==> config.mk <==
export PLATFORM = sky130hd
export DESIGN_NAME = dmem_mmio_responder
export DESIGN_NICKNAME = d
export VERILOG_FILES = /design/src/rtl/dmem_mmio_responder.sv
export SDC_FILE = /design/constraint.sdc
export NUM_CORES = 1
export LEC_CHECK = 0
export BUFFER_PORTS_ARGS = -buffer_cell sky130_fd_sc_hd__clkbuf_2
export CORE_MARGIN = 2
export CORE_UTILIZATION = 35
export CTS_BUF_LIST = sky130_fd_sc_hd__clkbuf_8
export DETAILED_ROUTE_END_ITERATION = 8
export HOLD_SLACK_MARGIN = 0.1
export PLACE_DENSITY = 0.64
export SYNTH_ARGS = -nofsm -noshare
export SYNTH_HDL_FRONTEND = slang
export SYNTH_SLANG_ARGS = --single-unit
==> constraint.sdc <==
create_clock -name clock -period 4 [get_ports clock]
set_clock_uncertainty 0.05 [all_clocks]
set_input_delay 0.8 -clock clock [delete_from_list [all_inputs] [get_ports clock]]
set_output_delay 0.8 -clock clock [all_outputs]
set_load 0.01 [all_outputs]
==> src/rtl/dmem_mmio_responder.sv <==
// dmem_mmio_responder
// MMIO window on the data-memory port. A 16-word block at address[11:4]==BASE
// is served with syncram-style timing (1-edge read latency, read-before-write).
// Registers: TXDATA (byte FIFO push), STATUS, CYCLES (free-running counter),
// SCRATCH. The FIFO is drained by a ready/valid byte consumer.
module dmem_mmio_responder #(
    parameter logic [7:0] BASE  = 8'hFF,
    parameter int         DEPTH = 8
) (
    input  logic        clock,
    input  logic        reset,
    input  logic [11:0] address,
    input  logic [31:0] data,
    input  logic        wren,
    output logic        sel,
    output logic [31:0] q,
    output logic        q_sel,
    output logic        out_valid,
    output logic [7:0]  out_data,
    input  logic        out_ready
);

    // Pointer width is log2(DEPTH); the count needs one more bit to reach DEPTH.
    localparam int PW = (DEPTH > 1) ? $clog2(DEPTH) : 1;
    localparam int CW = PW + 1;

    // Register offsets inside the window.
    localparam logic [3:0] A_TXDATA  = 4'h0;
    localparam logic [3:0] A_STATUS  = 4'h1;
    localparam logic [3:0] A_CYCLES  = 4'h2;
    localparam logic [3:0] A_SCRATCH = 4'h3;

    // Catch illegal FIFO sizes at elaboration rather than building a broken ring.
    if (DEPTH < 2 || DEPTH > 128 || (DEPTH & (DEPTH - 1)) != 0) begin : g_bad_depth
        $error("dmem_mmio_responder: DEPTH must be a power of two in 2..128");
    end

    // ------------------------------------------------------------------
    // State
    // ------------------------------------------------------------------
    logic [7:0]    r_mem [DEPTH];
    logic [PW-1:0] r_wr_ptr;
    logic [PW-1:0] r_rd_ptr;
    logic [CW-1:0] r_count;
    logic          r_overflow;
    logic [31:0]   r_cycles;
    logic [31:0]   r_scratch;
    logic [31:0]   r_q;
    logic          r_q_sel;

    // ------------------------------------------------------------------
    // Decode
    // ------------------------------------------------------------------
    logic          w_sel;
    logic          w_wr;
    logic [3:0]    w_off;
    logic          w_wr_tx;
    logic          w_wr_status;
    logic          w_wr_cycles;
    logic          w_wr_scratch;
    logic          w_empty;
    logic          w_full;
    logic          w_pop;
    logic          w_push_ok;
    logic          w_ovf_set;
    logic          w_ovf_clr;
    logic [7:0]    w_count8;
    logic [31:0]   w_status;
    logic [31:0]   w_rdata;

    assign w_sel        = (address[11:4] == BASE);
    assign w_off        = address[3:0];
    assign w_wr         = wren && w_sel;
    assign w_wr_tx      = w_wr && (w_off == A_TXDATA);
    assign w_wr_status  = w_wr && (w_off == A_STATUS);
    assign w_wr_cycles  = w_wr && (w_off == A_CYCLES);
    assign w_wr_scratch = w_wr && (w_off == A_SCRATCH);

    assign w_empty   = (r_count == '0);
    assign w_full    = (r_count == CW'(DEPTH));
    assign w_pop     = !w_empty && out_ready;
    // A full FIFO still accepts a push when the head leaves on the same edge;
    // the new byte lands in the slot being vacated.
    assign w_push_ok = w_wr_tx && (!w_full || w_pop);
    assign w_ovf_set = w_wr_tx && w_full && !w_pop;
    assign w_ovf_clr = w_wr_status && data[2];

    assign w_count8 = 8'(r_count);
    assign w_status = {16'b0, w_count8, 5'b0, r_overflow, w_full, w_empty};

    // Read mux over pre-edge register values; unmapped offsets read as zero.
    always_comb begin
        w_rdata = 32'h0;
        if (w_sel) begin
            case (w_off)
                A_STATUS:  w_rdata = w_status;
                A_CYCLES:  w_rdata = r_cycles;
                A_SCRATCH: w_rdata = r_scratch;
                default:   w_rdata = 32'h0;
            endcase
        end
    end

    // ------------------------------------------------------------------
    // Sequential logic
    // ------------------------------------------------------------------

    // Registered read port: q/q_sel follow address by one edge.
    always_ff @(posedge clock or posedge reset) begin
        if (reset) begin
            r_q     <= 32'h0;
            r_q_sel <= 1'b0;
        end else begin
            r_q     <= w_rdata;
            r_q_sel <= w_sel;
        end
    end

    // FIFO storage; contents need no reset since validity comes from r_count.
    always_ff @(posedge clock) begin
        if (w_push_ok) r_mem[r_wr_ptr] <= data[7:0];
    end

    // FIFO pointers and occupancy; pointers wrap naturally at DEPTH.
    always_ff @(posedge clock or posedge reset) begin
        if (reset) begin
            r_wr_ptr <= '0;
            r_rd_ptr <= '0;
            r_count  <= '0;
        end else begin
            if (w_push_ok) r_wr_ptr <= r_wr_ptr + PW'(1);
            if (w_pop)     r_rd_ptr <= r_rd_ptr + PW'(1);
            case ({w_push_ok, w_pop})
                2'b10:   r_count <= r_count + CW'(1);
                2'b01:   r_count <= r_count - CW'(1);
                default: r_count <= r_count;
            endcase
        end
    end

    // Sticky overflow; a new overflow beats a same-cycle clear.
    always_ff @(posedge clock or posedge reset) begin
        if (reset)          r_overflow <= 1'b0;
        else if (w_ovf_set) r_overflow <= 1'b1;
        else if (w_ovf_clr) r_overflow <= 1'b0;
    end

    // Free-running cycle counter; a write loads instead of incrementing.
    always_ff @(posedge clock or posedge reset) begin
        if (reset)            r_cycles <= 32'h0;
        else if (w_wr_cycles) r_cycles <= data;
        else                  r_cycles <= r_cycles + 32'd1;
    end

    // Scratch register.
    always_ff @(posedge clock or posedge reset) begin
        if (reset)             r_scratch <= 32'h0;
        else if (w_wr_scratch) r_scratch <= data;
    end

    // ------------------------------------------------------------------
    // Outputs
    // ------------------------------------------------------------------
    assign sel       = w_sel;
    assign q         = r_q;
    assign q_sel     = r_q_sel;
    assign out_valid = !w_empty;
    assign out_data  = r_mem[r_rd_ptr];

endmodule

### Yosys cells after proc, flatten, opt, wreduce, memory -nomap -nowiden

Memory sizes are Yosys's and may differ from the RTL's.
Cells that the tools add are included.

* memories: 1
* memory bits (writable): 64
* word-level logic and storage cells: 47
* output and inout port bits: 43
* bits of input ports: 48
* register bits: 108

* multiplexer cells: 8
* equal/unequal tests: 7
* $add $sub $neg: 5
* reduce and logical (&&, ||, !) cells: 18

Memories
* r_mem: depth 8, bits a word 8, read ports 1, clocked after memory_dff 0, wr ports 1, RTL line 41 `logic [7:0] r_mem [DEPTH];`

Operators by type and width (count)
* $pmux 32 s3: 1
* $mux 32: 2
* $add 32x1->32 const B: 1
* $logic_and 1x1->1: 10
* $eq 4x2->1 const B: 2
* $eq 8x8->1 const B: 1
* $logic_not 4->1: 2
* $pmux 4 s2: 1
* $add 3x1->3 const B: 2
* $add 4x1->4 const B: 1
* $eq 4x1->1 const B: 1
* $eq 4x4->1 const B: 1
* $mux 1: 4
* $reduce_bool 2->1: 2
* $sub 4x1->4 const B: 1
* $logic_not 1->1: 3
* $eq 2x1->1 const B: 1
* $eq 2x2->1 const B: 1
* $logic_or 1x1->1: 1

### Logic depth before layout (Yosys ltp)

Gate-level depths: netlist (run 1).

* word-level depth: 7
* gate-level depth with buffers: 10
* mapped depth without buffers: 8

### Least setup slack after synthesis (run 1)

No wires, ideal clock.

* kind: input port to flip-flop
* start: in address[0]
* end: mem r_mem[0][0] (enable)
* path slack: 1.004 ns
* data required time: 3.555 ns
* setup time: 0.395 ns
* path buffers: 0
* arrival: 2.551 ns
* stages: 4
* cell sequence: nor4_2 -> nor4b_4 -> nand2_2 -> nor4_1

* cells in the longest elaborated chain, start to end: 5

Ends and longest elaborated chain
* from (decl): RTL line 12 `input logic [11:0] address,`
* $logic_not 4->1: RTL line 74 `assign w_wr_tx = w_wr && (w_off == A_TXDATA);`
* $logic_and 1x1->1: RTL line 74
* $logic_and 1x1->1: RTL line 84 `assign w_push_ok = w_wr_tx && (!w_full || w_pop);`
* $mux 1: RTL line 121 `if (w_push_ok) r_mem[r_wr_ptr] <= data[7:0];`
* $mux 1 (not written as such): RTL line 121
* to (decl): RTL line 41

No other way between the ends.

### Final worst setup path (run 1)

* start: reg r_rd_ptr[0]
* end: out out_data[3]

* cells in the longest elaborated chain, start to end: 1

Ends and longest elaborated chain
* from (decl): RTL line 43 `logic [PW-1:0] r_rd_ptr;`
* from (signal assigned): RTL line 132 `if (w_pop) r_rd_ptr <= r_rd_ptr + PW'(1);`
* $mem_v2 8x8
* to (decl): RTL line 19 `output logic [7:0] out_data,`

No other way between the ends.

==> results of run 1 <==
## sequential cells by signal, indices dropped and copies added (netlist names)
| name | flops |
|---|---|
| q | 32 |
| r_wr_ptr | 3 |
| r_cycles | 32 |
| r_count | 4 |
| r_overflow | 1 |
| r_mem | 64 |
| q_sel | 1 |
| r_scratch | 32 |
| r_rd_ptr | 3 |
## logic make-up (layout without fill, tap and decap cells)
kind of cell	count (synthesis)	in the layout	share of synthesized area [%]
flip-flops	172	172	62.8
AND/OR/NAND/NOR	166	166	11.2
AO/OA/AOI/OAI	75	75	6.40
multiplexers	66	66	12.5
XOR/XNOR	36	36	4.28
buffers and inverters	36	138	2.11
adder cells (fa/ha/maj)	4	4	0.680
## synthesized netlist by cell type (all sizes together)
cell type  number  area share (%)
a21oi           5            0.34
a22oi          32             3.3
a2bb2oi         1            0.12
a41oi           1            0.12
and2            3            0.25
and2b           1            0.10
and3            7            0.59
and4            3            0.36
buf            16             1.1
clkbuf         17            0.88
dfrtp         108              37
edfxtp         64              26
ha              4            0.68
inv             3            0.15
mux2           47             7.2
mux2i           3            0.41
mux4           16             4.9
nand2          48             2.5
nand2b          2            0.17
nand3          20             1.4
nand3b          2            0.20
nand4          15             1.3
nand4b          1            0.12
nor2           45             2.3
nor3           12             1.0
nor4            4            0.42
nor4b           1            0.32
o211ai          2            0.20
o21ai          33             2.2
o22a            1            0.12
or4             1            0.10
or4b            1            0.14
xnor2          12             1.4
xor2           24             2.9
## power groups by stage
stage	Combinational [W]	Clock, W	Sequential [W]
6_report	0.000662	0.00127	0.00206
5_1_grt	0.000734	0.00137	0.00207
4_1_cts	0.000675	0.00130	0.00206
3_5_place_dp	0.000671	0	0.00210
3_3_place_gp	0.000648	0	0.00209
2_1_floorplan	0.000568	0	0.00198
## layout by cell type (no fill, tap or decap), types with 3 or more instances in the layout
| cell | n |
|---|---|
| inv_1 | 5 |
| xor2_1 | 24 |
| and3_1 | 7 |
| clkbuf_8 | 17 |
| and4_1 | 3 |
| buf_4 | 12 |
| xnor2_1 | 12 |
| nor4_1 | 3 |
| a21oi_1 | 5 |
| nand2_1 | 46 |
| nand4_1 | 15 |
| mux2_2 | 45 |
| mux2i_1 | 3 |
| nor2_1 | 45 |
| nor3_2 | 3 |
| ha_1 | 4 |
| bufinv_16 | 4 |
| clkinv_4 | 3 |
| edfxtp_1 | 64 |
| a22oi_1 | 32 |
| dfrtp_1 | 108 |
| nor3_1 | 9 |
| clkbuf_2 | 90 |
| nand3_1 | 20 |
| mux4_2 | 16 |
| o21ai_0 | 32 |
## area by class of cell
type	instances	area, um2
fill	1965	12300
inverter	3	13.8
clock buffer	17	234
timing repair buffer	103	561
tap	275	344
sequential	172	4620
clock inverter	15	183
multi-input combinational	347	2590
## through the flow
stage	power, W	cells	area [um2]	hold slack (ps)
finish	0.00399	932	8550	451
global route	0.00418	932	8550	456
CTS	0.00403	932	8550	450
detailed placement	0.00277	900	8130	430
global placement	0.00274	900	8130	423
floorplan	0.00255	555	7360	409
## path summary, 6_finish.rpt
kind                                    start  cells past startpoint             to  slack, ps
worst min register to register  r_scratch[27]                      1  r_scratch[27]        450
worst max-delay path              r_rd_ptr[0]                      4    out_data[3]        700
worst min-delay path            r_scratch[27]                      1  r_scratch[27]        450
min in group asynchronous               reset                      2          q[13]        470
max in group asynchronous               reset                      3           q[7]       2720
worst max register to register     r_count[3]                      8     r_count[2]       1480
## metal layers
metal / vias up / track usage (%)
li1: 2212 / -
met3: 21 / 5.29
met5: - / 0
met1: 2448 / 19.7
met2: 148 / 25.0
met4: 0 / 3.86
==> results_dict.tcl, run 1 <==
set metrics [dict create \
    hold_violations 0 \
    netlist_instances 555 \
    utilization_pct 41.0 \
    vias 4829 \
    critical_path_class "reg -> out" \
    grt_max_degree 72 \
    syn-num-nets 607 \
    cts_root_buffer "clkbuf_8" \
    gp_congestion 0.843 \
    fp.dieH_um 149 \
    wl_met2_mm 7.92 \
    syn_area_um2 7360 \
    path_buf_inv 2 \
    grt_antenna_before_repair 0 \
    switching_share_pct 26.4 \
    crit_fanout 10 \
    std_cell_rows 53 \
    p_sw_w 0.00105 \
    path_cells "buf_4 > mux4_2 > mux2_2 > clkbuf_2" \
    maxSlewHeadroom_pct 40.9 \
    hpwlAfterDp_mm 11.1 \
    end_kind "output port" \
    comb_power_share_pct 16.6 \
    ys_ff_latch 172 \
    timing.fmax_mhz 303 \
    avgSynthCellArea_um2 13.3 \
    grt_overflow_total 0 \
    initial_core_util_pct 35.4 \
    wire_per_inst_um 17.4 \
    peakVddDrop_uv 206 \
    ant_nets 0 \
    n_antenna_cell 0 \
    slew_violations 0 \
    worstSetupStartpointType "flip-flop" \
    fin_crit_sh_pct 82.4 \
    wl_met3_mm 1.15 \
    first_iter_violations 336 \
    setup_slack_ps 704 \
    insertion_delay_ps 450 \
    outcome "finished, final reports clean" \
    grtUsageTotal_pct 15.3 \
    setup_violations 0 \
    via_per_inst 5.18 \
    rsz0062_at_grt "no" \
    drcViolationCount 0 \
    cpMaxStageDelayCell "dfrtp_1" \
    hold_class "reg -> reg" \
    clock-sinks 172 \
    hold_buffers 0 \
    cts_max_level 4 \
    path_delay_family "multiplexers" \
    seqPwrFrac_pct 51.6 \
    synthDistinctLibCells 42 \
    synth.yosys.warnings 0 \
    arrival_ps 2450 \
    dr.pass1.iters 4 \
    fin_nets 696 \
    fin_crit_ps 3300 \
    slowest_delay_ps 690 \
    cts_tree "built" \
    pwr-share-clk_pct 31.8 \
    dieWidth_um 149 \
    cts_buffers 17 \
    grt_pass1_wl_mm 26.1 \
    p_leak_nw 3.48 \
    tightest_slew_ps 887 \
    area_growth_pct 16.0 \
    cts_buffer_depth 2 \
    path_clk_slew_ps 90 \
    wl_met1_mm 6.97 \
    routed.top_layer "met4" \
    place_ws_ps 788 \
    die_area_um2 22200 \
    core_area_um2 20800 \
    layout-drive-gt1-share_pct 30.4 \
    power_density_nw_per_um2 466 \
    required_ps 3150 \
    ys_seq_area_share_pct 62.8 \
    drt-total-wl_mm 16.2 \
    portBuffers 90 \
    cts_setup_buffers 0 \
    grt_pass1_vias 4864 \
    cts_resized 0 \
    fin_setup_tns_ps 0 \
    cap_violations 0 \
    boundaryPins 91 \
    internal_power_w 0.00293 \
]
No activity file was read; power rests on OpenSTA's default activity.
==> run 2, diff against run 1 <==
==> constraint.sdc (replaced) <==
create_clock -name clock -period 3.4 [get_ports clock]
set_clock_uncertainty 0.05 [all_clocks]
set_input_delay 0.68 -clock clock [delete_from_list [all_inputs] [get_ports clock]]
set_output_delay 0.68 -clock clock [all_outputs]
set_load 0.01 [all_outputs]
==> run 2 against run 1 <==
  * Combinational power increased by 21%
  * Hold slack got worse by 300 ps
  * Via count decreased by 3.0%
  * Worst setup slack got worse by 120 ps
  * Utilization about the same
  * Register-to-register slack got worse by 540 ps
  * Sequential power increased by 16%
  * Clock power increased by 4%
==> results_dict.tcl, run 2 (same netlist as run 1, synthesis figures left out) <==
set metrics [dict create \
    cts_buffer_depth 2 \
    p_sw_w 0.00120 \
    design_area_um2 8540 \
    critical_path_class "reg -> out" \
    grt_antenna_before_repair 0 \
    insertion_delay_ps 440 \
    layout_commonest_cell "dfrtp_1" \
    first_iter_violations 289 \
    fp.dieH_um 149 \
    cts_setup_buffers 0 \
    gp_congestion 0.833 \
    portBuffers 90 \
    wire_per_inst_um 16.8 \
    layout_common_cells "108 x dfrtp_1, 90 x clkbuf_2, 64 x edfxtp_1, 46 x nand2_1" \
    r2r-start "r_count[3]" \
    grt_max_degree 62 \
    n_antenna_cell 0 \
    peakVddDrop_uv 326 \
    largest_reg_flops 64 \
    grtUsageTotal_pct 15.2 \
    power_density_nw_per_um2 528 \
    crit_fanout 18 \
    rsz0062_at_grt "no" \
    hold_buffers 0 \
    cap_violations 0 \
    fin_crit_ps 2820 \
    slew_violations 0 \
    area_growth_pct 15.9 \
    outcome "finished, final reports clean" \
    grt_overflow_total 0 \
    boundaryPins 91 \
    layout-drive-gt1-share_pct 30.5 \
    switching_share_pct 26.6 \
    hpwlAfterDp_mm 11.0 \
    internal_power_w 0.00331 \
    grt_pass1_wl_mm 26.0 \
    utilization_pct 41.0 \
    end_kind "output port" \
    fin_nets 702 \
    die_area_um2 22200 \
    initial_core_util_pct 35.4 \
    setup_violations 0 \
    cts_buffers 17 \
    arrival_ps 2090 \
    cts_resized 0 \
    fin_setup_tns_ps 0 \
    placed_area_um2 8180 \
    place_inst 906 \
    dieWidth_um 149 \
    reg2reg_to "r_count[2]" \
    std_cell_rows 53 \
    p_leak_nw 3.48 \
    cts_max_level 4 \
    maxSlewHeadroom_pct 45.7 \
    timing.fmax_mhz 355 \
    dr.pass1.iters 4 \
    hold_violations 0 \
    ant_nets 0 \
    seqPwrFrac_pct 53.1 \
    pwr-share-clk_pct 29.2 \
    drcViolationCount 0 \
    cts_root_buffer "clkbuf_8" \
    comb_power_share_pct 17.7 \
    r2r_slack_ps 940 \
    final_cells 938 \
    r2r_cells 8 \
    power.total_w 0.00451 \
    clock-sinks 172 \
    drt-total-wl_mm 15.8 \
    hold_class "in -> async" \
    tightest_slew_ps 810 \
    vias 4684 \
    required_ps 2670 \
    worstSetupStartpointType "flip-flop" \
    core_area_um2 20800 \
    path_clk_slew_ps 80 \
    via_per_inst 4.99 \
    cts_tree "built" \
    grt_pass1_vias 4918 \
    top_register "r_mem" \
    fin_crit_sh_pct 82.9 \
]
run 2: changes by cell type in the layout (fill, tap and decap cells not counted), moves of 2 or more:
cell | previous run | this run
buf_4 | 12 | 18
bufinv_16 | 4 | 2
clkinv_1 | 2 | 5
clkinv_4 | 3 | 0
clkinvlp_4 | 1 | 3
run 2: area by class of cell:
type | instances | area, um2
flip-flops and latches | 172 | 4620
clock buffers | 18 | 248
multi-input cells | 347 | 2590
fillers | 1973 | 12300
well taps | 275 | 344
repair buffers | 109 | 606
inverters | 3 | 15.0
clock inverters | 14 | 114
run 2: how the worst max path moves through the flow:
| stage | start | endpoint | slack (ps) |
|---|---|---|---|
| floorplan | address[0] | r_mem[0][0] | 520 |
| global route | r_rd_ptr[1] | out_data[6] | 420 |
| detailed placement | address[0] | r_count[2] | 760 |
| CTS | r_rd_ptr[1] | out_data[7] | 500 |
| finish | r_rd_ptr[1] | out_data[7] | 580 |
| global placement | address[0] | r_count[2] | 800 |
run 2: power groups by stage:
| stage | clock network [W] | registers (W) | logic, W |
|---|---|---|---|
| floorplan | 0 | 0.00233 | 0.000669 |
| global placement | 0 | 0.00243 | 0.000789 |
| detailed placement | 0 | 0.00244 | 0.000811 |
| CTS | 0.00136 | 0.00240 | 0.000814 |
| global route | 0.00146 | 0.00241 | 0.000890 |
| finish | 0.00132 | 0.00239 | 0.000798 |
run 2: routing by layer:
layer  up-vias  global-route usage (%)  wire length (um)
met5         -                       0                 0
met4         0                    4.86               265
met3        22                    4.16               959
met2       121                    24.4              7560
met1      2311                    20.1              7000
li1       2230                       -                 -
run 2: stage by stage:
stage,hold slack [ps],setup slack (ps)
after global placement,424,799
after CTS,123,505
after floorplan,409,524
final,150,582
after global routing,139,419
after detailed placement,447,760
run 2: critical path, cell delays in order, from the launching register on:
cell and delay (ps):
dfrtp_1 810, mux4_2 430, mux2_2 280, clkbuf_2 130
==> run 3, diff against run 2 <==
==> constraint.sdc (replaced) <==
create_clock -name clock -period 2.6 [get_ports clock]
set_clock_uncertainty 0.05 [all_clocks]
set_input_delay 0.52 -clock clock [delete_from_list [all_inputs] [get_ports clock]]
set_output_delay 0.52 -clock clock [all_outputs]
set_load 0.01 [all_outputs]
==> run 3 against run 2 <==
  * Final cell count grew 1.3%
  * Design area increased by 3.3%
  * Sequential share of layout area decreased by 1.7 points
  * Flip-flop and latch count did not move
  * Clock-buffer cell count increased by 3
  * Worst setup slack got worse by 540 ps
  * Non-clock buffer count up 12
  * Critical endpoint is now out_data[3]
  * Utilization up 1.4 points
  * Clock power rose by 58%
  * Via count grew 0.92%
  * Global-route usage grew 0.10 points
  * Critical path type unchanged
  * Highest routed layer unchanged
  * Routed wire length rose by 1.8%
==> results_dict.tcl, run 3 (same netlist as run 1, synthesis figures left out) <==
set metrics [dict create \
    outcome "finished, final reports clean" \
    hold_violations 0 \
    clock-sinks 172 \
    maxSlewHeadroom_pct 58.1 \
    final_cells 950 \
    r2r-start "r_count[2]" \
    startpoint "r_rd_ptr[0]" \
    r2r_slack_ps 270 \
    path_clk_slew_ps 90 \
    fin_nets 714 \
    hold_class "in -> reg" \
    cts_buffers 17 \
    cts_tree "built" \
    portBuffers 90 \
    power_density_nw_per_um2 732 \
    cts_root_buffer "clkbuf_8" \
    design_area_um2 8820 \
    std_cell_rows 53 \
    n_antenna_cell 0 \
    end_kind "output port" \
    layout-drive-gt1-share_pct 33.2 \
    crit_fanout 8 \
    wire_per_inst_um 16.9 \
    grt_overflow_total 0 \
    r2r_cells 8 \
    placed_area_um2 8290 \
    p_leak_nw 3.62 \
    wl_met3_um 895 \
    routed.top_layer "met4" \
    boundaryPins 91 \
    cpMaxStageDelayCell "mux4_2" \
    hpwlAfterDp_mm 11.2 \
    required_ps 2030 \
    layout_commonest_cell "dfrtp_1" \
    slowest_delay_ps 530 \
    cts_buffer_depth 2 \
    largest_reg_flops 64 \
    timing.fmax_mhz 391 \
    insertion_delay_ps 450 \
    rsz0062_at_grt "yes" \
    gp_congestion 0.857 \
    drt-total-wl_mm 16.1 \
    grt_pass1_wl_mm 26.2 \
    worstSetupStartpointType "flip-flop" \
    wl_met2_mm 7.82 \
    grt_pass1_vias 5002 \
    top_register "r_mem" \
    seqPwrFrac_pct 48.8 \
    fin_crit_ps 2560 \
    fin_setup_tns_ps 0 \
    dr.pass1.iters 5 \
    comb_power_share_pct 18.8 \
    grtUsageTotal_pct 15.3 \
    crit_end "out_data[3]" \
    setup_violations 0 \
    vias 4727 \
    first_iter_violations 272 \
    grt_antenna_before_repair 0 \
    switching_share_pct 25.8 \
    wl_met1_mm 7.12 \
    area_growth_pct 19.8 \
    p_sw_w 0.00167 \
    arrival_ps 1990 \
    tightest_slew_ps 623 \
    fin_worst_hold_slack_ps 242 \
    cap_violations 0 \
    fp.dieH_um 149 \
    fin_crit_sh_pct 98.4 \
    critical_path_class "reg -> out" \
    peakVddDrop_uv 398 \
    initial_core_util_pct 35.4 \
    cts_max_level 4 \
    reg2reg_to "r_count[2]" \
    die_area_um2 22200 \
    ant_nets 0 \
    internal_power_w 0.00479 \
    place_inst 915 \
    core_area_um2 20800 \
    path_cells "buf_12 > mux4_2 > mux2_2 > clkbuf_2" \
    slew_violations 0 \
    dieWidth_um 149 \
    layout_common_cells "106 x dfrtp_1, 86 x clkbuf_2, 64 x edfxtp_1, 46 x nand2_1, 45 x nor2_1" \
    pwr-share-clk_pct 32.4 \
    via_per_inst 4.98 \
    grt_max_degree 43 \
    drcViolationCount 0 \
]
==> run 3: cell type report <==
class | count | area (um2)
fill | 1988 | 12000
sequential | 172 | 4630
multi-input combinational | 347 | 2600
timing repair buffer | 121 | 778
tap | 275 | 344
clock buffer | 21 | 289
clock inverter | 11 | 164
inverter | 3 | 15.0
==> run 3: how the worst min path moves through the flow <==
stage | startpoint | endpoint | slack [ps] | cells past startpoint
after floorplan | r_scratch[27] | r_scratch[27] | 410 | 1
after global placement | r_scratch[27] | r_scratch[27] | 420 | 1
after detailed placement | r_scratch[18] | r_scratch[18] | 450 | 1
after CTS | data[23] | r_cycles[23] | 200 | 3
after global routing | data[23] | r_cycles[23] | 220 | 3
final | data[23] | r_cycles[23] | 240 | 3
==> run 3: critical path, delay by kind of cell (launching register included) <==
kind                   cells  cell delay, ps
muxes                      2             810
buffers and inverters      2             280
DFF                        1             450
==> run 3: repair_timing <==
item	CTS	global route
hold buffers	1	0
hold endpoints to repair	16	0
buffers inserted	1	0
setup endpoints to repair	8	8
gates resized for setup	1	12
cloned	0	1
==> run 3: power groups by stage <==
stage,sequential [W],combinational [W],clock [W]
floorplan,0.00304,0.000875,0
global placement,0.00319,0.00106,0
detailed placement,0.00320,0.00109,0
CTS,0.00314,0.00111,0.00214
global route,0.00318,0.00133,0.00227
finish,0.00315,0.00121,0.00209
==> run 3: layer usage <==
metal	global-route usage (%)	vias up
met1	19.9	2360
li1	-	2244
met5	0	-
met4	4.90	0
met3	4.40	18
met2	24.9	105
==> run 3: per-stage QoR <==
| stage | util [%] | setup WS (ps) | power (W) |
|---|---|---|---|
| floorplan | - | 66.6 | 0.00392 |
| global placement | 39.8 | 321 | 0.00425 |
| detailed placement | 39.8 | 281 | 0.00429 |
| CTS | 42.1 | 1.53 | 0.00639 |
| global route | 42.4 | -49.8 | 0.00678 |
| finish | 42.4 | 41.8 | 0.00646 |
